### src/rtl/i2c_reg_sequencer.sv
// I2C register sequencer: writes an init table to one slave, then polls a
// burst of single-byte register reads forever, publishing each complete
// burst atomically. Transactions that NACK are retried a bounded number of
// times before the block parks in ERROR until the next start pulse.
module i2c_reg_sequencer #(
   parameter logic [6:0] SLAVE_ADDR = 7'h68,
   parameter int         NUM_INIT   = 3,
   parameter int         NUM_READ   = 6,
   parameter logic [7:0] READ_BASE  = 8'h3B,
   parameter int         POLL_DIV   = 12000,
   parameter int         MAX_RETRY  = 3
) (
   input  logic                  clk,
   input  logic                  rst_n,
   input  logic                  start,
   input  logic [NUM_INIT*8-1:0] init_addrs,
   input  logic [NUM_INIT*8-1:0] init_datas,
   output logic                  drv_req,
   output logic [6:0]            drv_slave_addr,
   output logic                  drv_r_en,
   output logic [7:0]            drv_reg_addr,
   output logic [7:0]            drv_wdata,
   input  logic [7:0]            drv_rdata,
   input  logic                  drv_done,
   input  logic                  drv_nack,
   output logic [NUM_READ*8-1:0] rd_data,
   output logic                  rd_valid,
   output logic                  init_done,
   output logic                  busy,
   output logic                  error
);

   localparam int MAX_N = (NUM_INIT > NUM_READ) ? NUM_INIT : NUM_READ;
   localparam int IW    = (MAX_N > 1) ? $clog2(MAX_N) : 1;
   localparam int TW    = (POLL_DIV > 1) ? $clog2(POLL_DIV) : 1;
   localparam int RW    = (MAX_RETRY > 0) ? $clog2(MAX_RETRY + 1) : 1;

   typedef enum logic [2:0] {
      S_IDLE,
      S_INIT_ISSUE,
      S_INIT_WAIT,
      S_POLL_WAIT,
      S_READ_ISSUE,
      S_READ_WAIT,
      S_ERROR
   } state_e;

   state_e                state_q, state_d;
   logic [IW-1:0]         idx_q, idx_d;
   logic [RW-1:0]         retry_q, retry_d;
   logic [TW-1:0]         timer_q, timer_d;
   logic                  req_q, req_d;
   logic                  r_en_q, r_en_d;
   logic [7:0]            reg_addr_q, reg_addr_d;
   logic [7:0]            wdata_q, wdata_d;
   logic [NUM_READ*8-1:0] rd_data_q, rd_data_d;
   logic                  rd_valid_q, rd_valid_d;
   logic                  init_done_q, init_done_d;
   logic [7:0]            shadow_q [NUM_READ];
   logic                  shadow_we;
   logic [7:0]            init_addr_sel, init_data_sel;
   logic [NUM_READ*8-1:0] burst_word;
   logic                  drv_fire;

   // A completion only counts while a request is actually outstanding.
   assign drv_fire = drv_done & req_q;

   // Select the init table entry addressed by the current index.
   always_comb begin
      init_addr_sel = 8'h00;
      init_data_sel = 8'h00;
      for (int i = 0; i < NUM_INIT; i++) begin
         if (idx_q == IW'(i)) begin
            init_addr_sel = init_addrs[8*i +: 8];
            init_data_sel = init_datas[8*i +: 8];
         end
      end
   end

   // Assemble the published burst; the last byte arrives straight from the driver.
   always_comb begin
      burst_word = '0;
      for (int i = 0; i < NUM_READ; i++) begin
         burst_word[8*i +: 8] = (i == NUM_READ - 1) ? drv_rdata : shadow_q[i];
      end
   end

   // Next-state and registered-output logic.
   always_comb begin
      // NOTE: every _d gets a hold/default value first so no path leaves it unassigned, which would infer a latch.
      state_d     = state_q;
      idx_d       = idx_q;
      retry_d     = retry_q;
      timer_d     = timer_q;
      req_d       = req_q;
      r_en_d      = r_en_q;
      reg_addr_d  = reg_addr_q;
      wdata_d     = wdata_q;
      rd_data_d   = rd_data_q;
      rd_valid_d  = 1'b0;
      init_done_d = init_done_q;
      shadow_we   = 1'b0;

      case (state_q)
         S_IDLE, S_ERROR: begin
            if (start) begin
               state_d     = S_INIT_ISSUE;
               idx_d       = '0;
               retry_d     = '0;
               init_done_d = 1'b0;
            end
         end

         S_INIT_ISSUE: begin
            req_d      = 1'b1;
            r_en_d     = 1'b0;
            reg_addr_d = init_addr_sel;
            wdata_d    = init_data_sel;
            state_d    = S_INIT_WAIT;
         end

         S_INIT_WAIT: begin
            if (drv_fire) begin
               req_d = 1'b0;
               if (!drv_nack) begin
                  retry_d = '0;
                  if (idx_q == IW'(NUM_INIT - 1)) begin
                     init_done_d = 1'b1;
                     timer_d     = '0;
                     state_d     = S_POLL_WAIT;
                  end else begin
                     idx_d   = idx_q + 1'b1;
                     state_d = S_INIT_ISSUE;
                  end
               end else if (retry_q >= RW'(MAX_RETRY)) begin
                  state_d = S_ERROR;
               end else begin
                  retry_d = retry_q + 1'b1;
                  state_d = S_INIT_ISSUE;
               end
            end
         end

         S_POLL_WAIT: begin
            if (timer_q == TW'(POLL_DIV - 1)) begin
               idx_d   = '0;
               state_d = S_READ_ISSUE;
            end else begin
               timer_d = timer_q + 1'b1;
            end
         end

         S_READ_ISSUE: begin
            req_d      = 1'b1;
            r_en_d     = 1'b1;
            reg_addr_d = READ_BASE + 8'(idx_q);
            wdata_d    = 8'h00;
            state_d    = S_READ_WAIT;
         end

         S_READ_WAIT: begin
            if (drv_fire) begin
               req_d = 1'b0;
               if (!drv_nack) begin
                  retry_d   = '0;
                  shadow_we = 1'b1;
                  if (idx_q == IW'(NUM_READ - 1)) begin
                     rd_data_d  = burst_word;
                     rd_valid_d = 1'b1;
                     timer_d    = '0;
                     state_d    = S_POLL_WAIT;
                  end else begin
                     idx_d   = idx_q + 1'b1;
                     state_d = S_READ_ISSUE;
                  end
               end else if (retry_q >= RW'(MAX_RETRY)) begin
                  state_d = S_ERROR;
               end else begin
                  retry_d = retry_q + 1'b1;
                  state_d = S_READ_ISSUE;
               end
            end
         end

         default: state_d = S_IDLE;
      endcase
   end

   // State, counters and driver-facing outputs.
   always_ff @(posedge clk or negedge rst_n) begin
      if (!rst_n) begin
         state_q     <= S_IDLE;
         idx_q       <= '0;
         retry_q     <= '0;
         timer_q     <= '0;
         req_q       <= 1'b0;
         r_en_q      <= 1'b0;
         reg_addr_q  <= 8'h00;
         wdata_q     <= 8'h00;
         rd_data_q   <= '0;
         rd_valid_q  <= 1'b0;
         init_done_q <= 1'b0;
      end else begin
         // NOTE: non-blocking assignments so every register samples the pre-edge values of the others.
         state_q     <= state_d;
         idx_q       <= idx_d;
         retry_q     <= retry_d;
         timer_q     <= timer_d;
         req_q       <= req_d;
         r_en_q      <= r_en_d;
         reg_addr_q  <= reg_addr_d;
         wdata_q     <= wdata_d;
         rd_data_q   <= rd_data_d;
         rd_valid_q  <= rd_valid_d;
         init_done_q <= init_done_d;
      end
   end

   // Capture read bytes of the burst in progress.
   // NOTE: the shadow buffer has no reset; it is only observable after being fully rewritten by a burst.
   always_ff @(posedge clk) begin
      if (shadow_we) begin
         for (int i = 0; i < NUM_READ; i++) begin
            if (idx_q == IW'(i)) shadow_q[i] <= drv_rdata;
         end
      end
   end

   assign drv_req        = req_q;
   assign drv_slave_addr = SLAVE_ADDR;
   assign drv_r_en       = r_en_q;
   assign drv_reg_addr   = reg_addr_q;
   assign drv_wdata      = wdata_q;
   assign rd_data        = rd_data_q;
   assign rd_valid       = rd_valid_q;
   assign init_done      = init_done_q;
   assign busy           = (state_q != S_IDLE) && (state_q != S_ERROR);
   assign error          = (state_q == S_ERROR);

endmodule

### config.mk
export PLATFORM = sky130hd
export DESIGN_NAME = i2c_reg_sequencer
export DESIGN_NICKNAME = d
export VERILOG_FILES = /design/src/rtl/i2c_reg_sequencer.sv
export SDC_FILE = /design/constraint.sdc
export NUM_CORES = 1
export LEC_CHECK = 0
export CORE_ASPECT_RATIO = 0.9
export CORE_MARGIN = 2
export CORE_UTILIZATION = 40
export CTS_CLUSTER_DIAMETER = 30
export DETAILED_ROUTE_END_ITERATION = 16
export PLACE_DENSITY = 0.63
export SYNTH_ARGS = -nofsm -noshare
export SYNTH_HDL_FRONTEND = slang
export SYNTH_SLANG_ARGS = --single-unit
### constraint.sdc
create_clock -name clk -period 4.3 [get_ports clk]
set_clock_uncertainty 0.15 [all_clocks]
set_input_delay 0.86 -clock clk [delete_from_list [all_inputs] [get_ports clk]]
set_output_delay 0.86 -clock clk [all_outputs]
set_load 0.01 [all_outputs]
# Word level (Yosys, flattened, before mapping)
# Memories as Yosys holds them, arrays and structs flattened. A register that Yosys moved wholly into a read port is not among the register bits.
# Cells that the tools add are included.
[word_totals]
register_bits = 90
elab_cells = 163
output_inout_bits = 77
ramBits = 48
memories = 1
[op_classes]
bitwise = 2
magnitude_cmp = 1
addsub = 4
muxes = 88
n_eq_ne = 26
n_reduce_logical = 30
[mem_list]
columns = ["memory", "depth", "width", "read_ports", "rd_ports_with_merged_regs", "write_ports", "line", "rtl"]
rows = [
  ["shadow_q", 6, 8, 5, 5, 1, "59", "logic [7:0] shadow_q [NUM_READ];"],
]
[op_table]
columns = ["operator", "n"]
rows = [
  ["two-way mux 14 bit", 7],
  ["two-way mux 8 bit", 11],
  ["two-way mux 3 bit", 21],
  ["one-hot mux 14 bit (3 select lines)", 1],
  ["OR reduction 8 bit", 5],
  ["two-way mux 1 bit", 34],
  ["one-hot mux 8 bit (2 select lines)", 2],
  ["!= test 2 bit (second input constant)", 11],
  ["one-hot mux 3 bit (6 select lines)", 1],
  ["== test 3 bit (second input constant)", 5],
  ["adder 14 x 1 -> 14 bit (second input constant)", 1],
  ["== test 14 bit (second input constant)", 1],
  ["== test 3 x 2 -> 1 bit (second input constant)", 4],
  ["two-way mux 2 bit", 6],
  ["one-hot mux 3 bit (4 select lines)", 1],
  ["AND reduction 4 bit", 3],
  ["AND reduction 9 bit", 1],
  ["AND reduction 8 bit", 1],
  ["nonzero test 2 bit", 4],
  ["adder 6 x 3 -> 7 bit (first input constant)", 1],
  ["== test 3 x 1 -> 1 bit (second input constant)", 2],
  ["logical NOT 3 bit", 2],
  ["!= test 3 bit (second input constant)", 2],
  ["one-hot mux 1 bit (2 select lines)", 3],
  ["other kinds (14)", 21],
]

# Depth between registers and ports, before layout
[depth]
depth_word = 11
depth_mapped = 9

# Worst setup path after synthesis
# OpenSTA, ideal clock, no wires.
[synth_timing]
path_kind = "input-to-reg"
startpoint = "input port drv_nack"
endpoint = "memory shadow_q[2][0] (enable)"
t_required_ns = 3.755
n_path_buf = 1
path_stages = 2
path_slack_ns = 1.783
arrival_ns = 1.972
cell_sequence = "clkbuf_1 -> nor4_1"
[synth_via]
elab_chain_len = 11
word_cells_on_any_way = 30
classes_between = "mux (25); reduce/logical (5)"
[synth_lines]
columns = ["element", "line", "rtl"]
rows = [
  ["start: declaration", "25", "input logic drv_nack,"],
  ["two-way mux 1 bit (*)", "164", "if (!drv_nack) begin"],
  ["two-way mux 1 bit (*)", "162", "if (drv_fire) begin"],
  ["two-way mux 1 bit (*)", "104", "case (state_q)"],
  ["two-way mux 1 bit", "222", "if (shadow_we) begin"],
  ["two-way mux 1 bit (not written as such)", "224", "if (idx_q == IW'(i)) shadow_q[i] <= drv_rdata;"],
  ["OR reduction 8 bit (no source line)", "-", ""],
  ["two-way mux 3 bit (no source line) or two-way mux 1 bit (tied branches) (5 in a row)", "-", ""],
  ["end: declaration", "59", ""],
]
# Mark *: on every way between the ends. The rest lies on a longest branch, timed or not.

# Worst setup path in the final report
[layout_timing]
startpoint = "register state_q[1]"
endpoint = "output port error"
[layout_via]
elab_chain_len = 1
[layout_lines]
columns = ["element", "line", "rtl"]
rows = [
  ["start: declaration", "48", "state_e state_q, state_d;"],
  ["start signal: assignment", "205", "state_q <= state_d;"],
  ["== test 3 bit", "238", "assign error = (state_q == S_ERROR);"],
  ["end: declaration", "30", "output logic error"],
]
# No other way between the ends.

==> impl_metrics.toml <==
[outcome]
status = "completed"

[synth]
synth-seq-cells = 130
yosysSeqAreaShare_pct = 60.6
synth_top_cell_by_area = "dfrtp_1"
synth_top_cell_area_share_pct = 39.5
synth_most_common_cell = "dfrtp_1"
synth_warnings = 0
syn_area_um2 = 5700
ys_types = 51
synth.area.top_cells = "dfrtp_1 (40%), edfxtp_1 (21%), mux2_2 (10%)"
async_flop_share_pct = 69.2
syn-instance-count = 469
synth-edff-count = 40
ys_dominant_reg_cell = "dfrtp_1"
synth_common_cells = "dfrtp_1 (90), mux2_2 (51), nand2_1 (46), edfxtp_1 (40), o21ai_0 (29)"
syn_avg_cell_area_um2 = 12.2

[clock_tree]
holdBufCountCts = 0
cts.htree.levels = 4
clock_latency_ns = 0.41
numCtsBuffers = 17
cts_setup_buffers = 0
cts-root-buf = "clkbuf_16"
cts.sinks = 130
clock_path_buffers = 2
cts_resized = 0
cts_tree = "done"
clk_pin_slew_ns = 0.06

[global_routing]
grt_max_degree = 74
grtUsageTotal_pct = 18.8
grt_pass1_wl_mm = 21.7
first_global_vias = 4164
antenna_found_initial = 0
grt_overflow = 0

[drt]
drc = 0
firstDrtPassIters = 4
final_antenna_net_count = 0
vias = 4168
drt_iter0_drc = 297
wl_per_cell_um = 16.6
avgViaCountPerCell = 5.18
drt-total-wl_mm = 13.4

[floorplanning]
die_area_um2 = 15200
core_um2 = 14000
die_y_um = 117
num_io_pins = 138
dieWidth_um = 130
rows = 41
initial_core_util_pct = 40.9

[worst_setup_path]
crit_type = "reg -> out"
cp.arrival_ns = 2.37
worstSetupStartpointType = "flop"
r2r_end = "timer_q[7]"
end_kind = "output port"
startpoint = "state_q[1]"
ff2ff_setup_slack_ns = 1.45
crit_required_ns = 3.29
crit_fanout = 25
ff2ff_path_depth = 4
r2r_start = "state_q[1]"

[layout]
drive_gt1_share_pct = 15.5
final_util_pct = 55.8
final_area_um2 = 7790
antenna_cells = 0
nets = 669
syn_to_final_growth_pct = 36.7

[sta]
fin_crit_sh_pct = 78.6
rsz0062_at_grt = "false"
worstMarginPinSlew_ns = 1.22
maxSlewHeadroom_pct = 18.6
tns_ns = 0
drv_slew = 0
fmax_mhz = 296
timing.hold.ws_ns = 0.315
final.min_clock_period_ns = 3.38
setup_violations = 0
hold_violations = 0

[power]
power_density_nw_per_um2 = 561
total_power_mw = 4.37
leakage_nw = 3.26
peakVddDrop_mv = 0.345

[min_path]
hold_class = "reg -> reg"
hold_path_startpoint = "shadow_q[0][6]"
holdPathStages = 1
holdPathEnd = "rd_data[6]"

[placed_design]
gp_congestion = 0.824
hpwl_mm = 9.12
numPortBuffers = 130
post_dp_cell_area_um2 = 7170

[flow_run]
max_cap_violations = 0
## per-stage QoR
step | std cells | worst slack (ns)
2_1_floorplan | 474 | 1.78
3_3_place_gp | 773 | 0.988
3_5_place_dp | 773 | 0.916
4_1_cts | 805 | 0.924
5_1_grt | 805 | 0.766
6_report | 805 | 0.919
## layout by cell type, fill, tap and decap left out, types with 4 or more instances in the layout
master / instances
clkdlybuf4s50_1: 129
dfrtp_1: 90
mux2_2: 51
nand2_1: 46
edfxtp_1: 40
o21ai_0: 29
nor2_1: 21
a21oi_1: 21
clkbuf_16: 17
a31oi_1: 13
inv_1: 11
a22o_1: 11
a22oi_1: 11
nand2b_1: 9
ha_1: 9
nor3_1: 8
nand3_1: 8
buf_4: 8
conb_1: 7
and3_1: 6
mux2i_1: 5
and2_1: 4
nand4_1: 4
## worst max path at each step
stage / end / slack (ns)
2_1_floorplan: shadow_q[2][0] / 1.78
3_3_place_gp: rd_data[8] / 0.99
3_5_place_dp: rd_data[33] / 0.92
4_1_cts: error / 0.92
5_1_grt: error / 0.77
6_report: error / 0.92
## cells by family (layout without fill, tap and decap cells)
logic type / count (synthesis) / in the layout / synth area share (%)
XOR/XNOR: 1 / 1 / 0.154
multiplexers: 56 / 56 / 11.0
AO/OA/AOI/OAI: 110 / 110 / 12.6
flip-flops: 130 / 130 / 60.6
buffers and inverters: 42 / 180 / 3.42
adder cells (fa/ha/maj): 9 / 9 / 1.98
AND/OR/NAND/NOR: 119 / 119 / 10.2
other: 2 / 7 / 0.132
## report_power, final
group	internal [mW]	total (mW)	switching, mW
sequential	1.44	1.65	0.207
combinational	0.581	1.24	0.659
clock	0.962	1.48	0.518
## metal layers
layer / share of wire [%] / global-route usage [%] / up-vias
met5: 0 / 0 / -
met4: 1.1 / 5.16 / 0
met3: 7.0 / 6.14 / 16
met2: 47 / 30.1 / 143
met1: 45 / 24.8 / 2037
li1: - / - / 1972
## sequential cells by signal (all words and copies together) (netlist names)
signal	count
idx_q	3
rd_data	48
drv_wdata	8
shadow_q	40
init_done	1
state_q	3
drv_r_en	1
drv_req	1
retry_q	2
rd_valid	1
timer_q	14
drv_reg_addr	8
## final cells by class
class,count,area [µm²]
inverters,11,41.3
clock buffers,21,470
clock inverters,11,151
well taps,193,241
fillers,1172,6160
flip-flops and latches,130,3450
repair buffers,137,1350
multi-input cells,302,2080
## critical path, stage by stage (launching register included)
cell and delay (ns):
dfrtp_1 0.82, inv_1 0.22, nor2_1 0.22, and2_1 0.16
clkdlybuf4s50_1 0.53
Note: power is estimated with default switching activity, not from simulation.
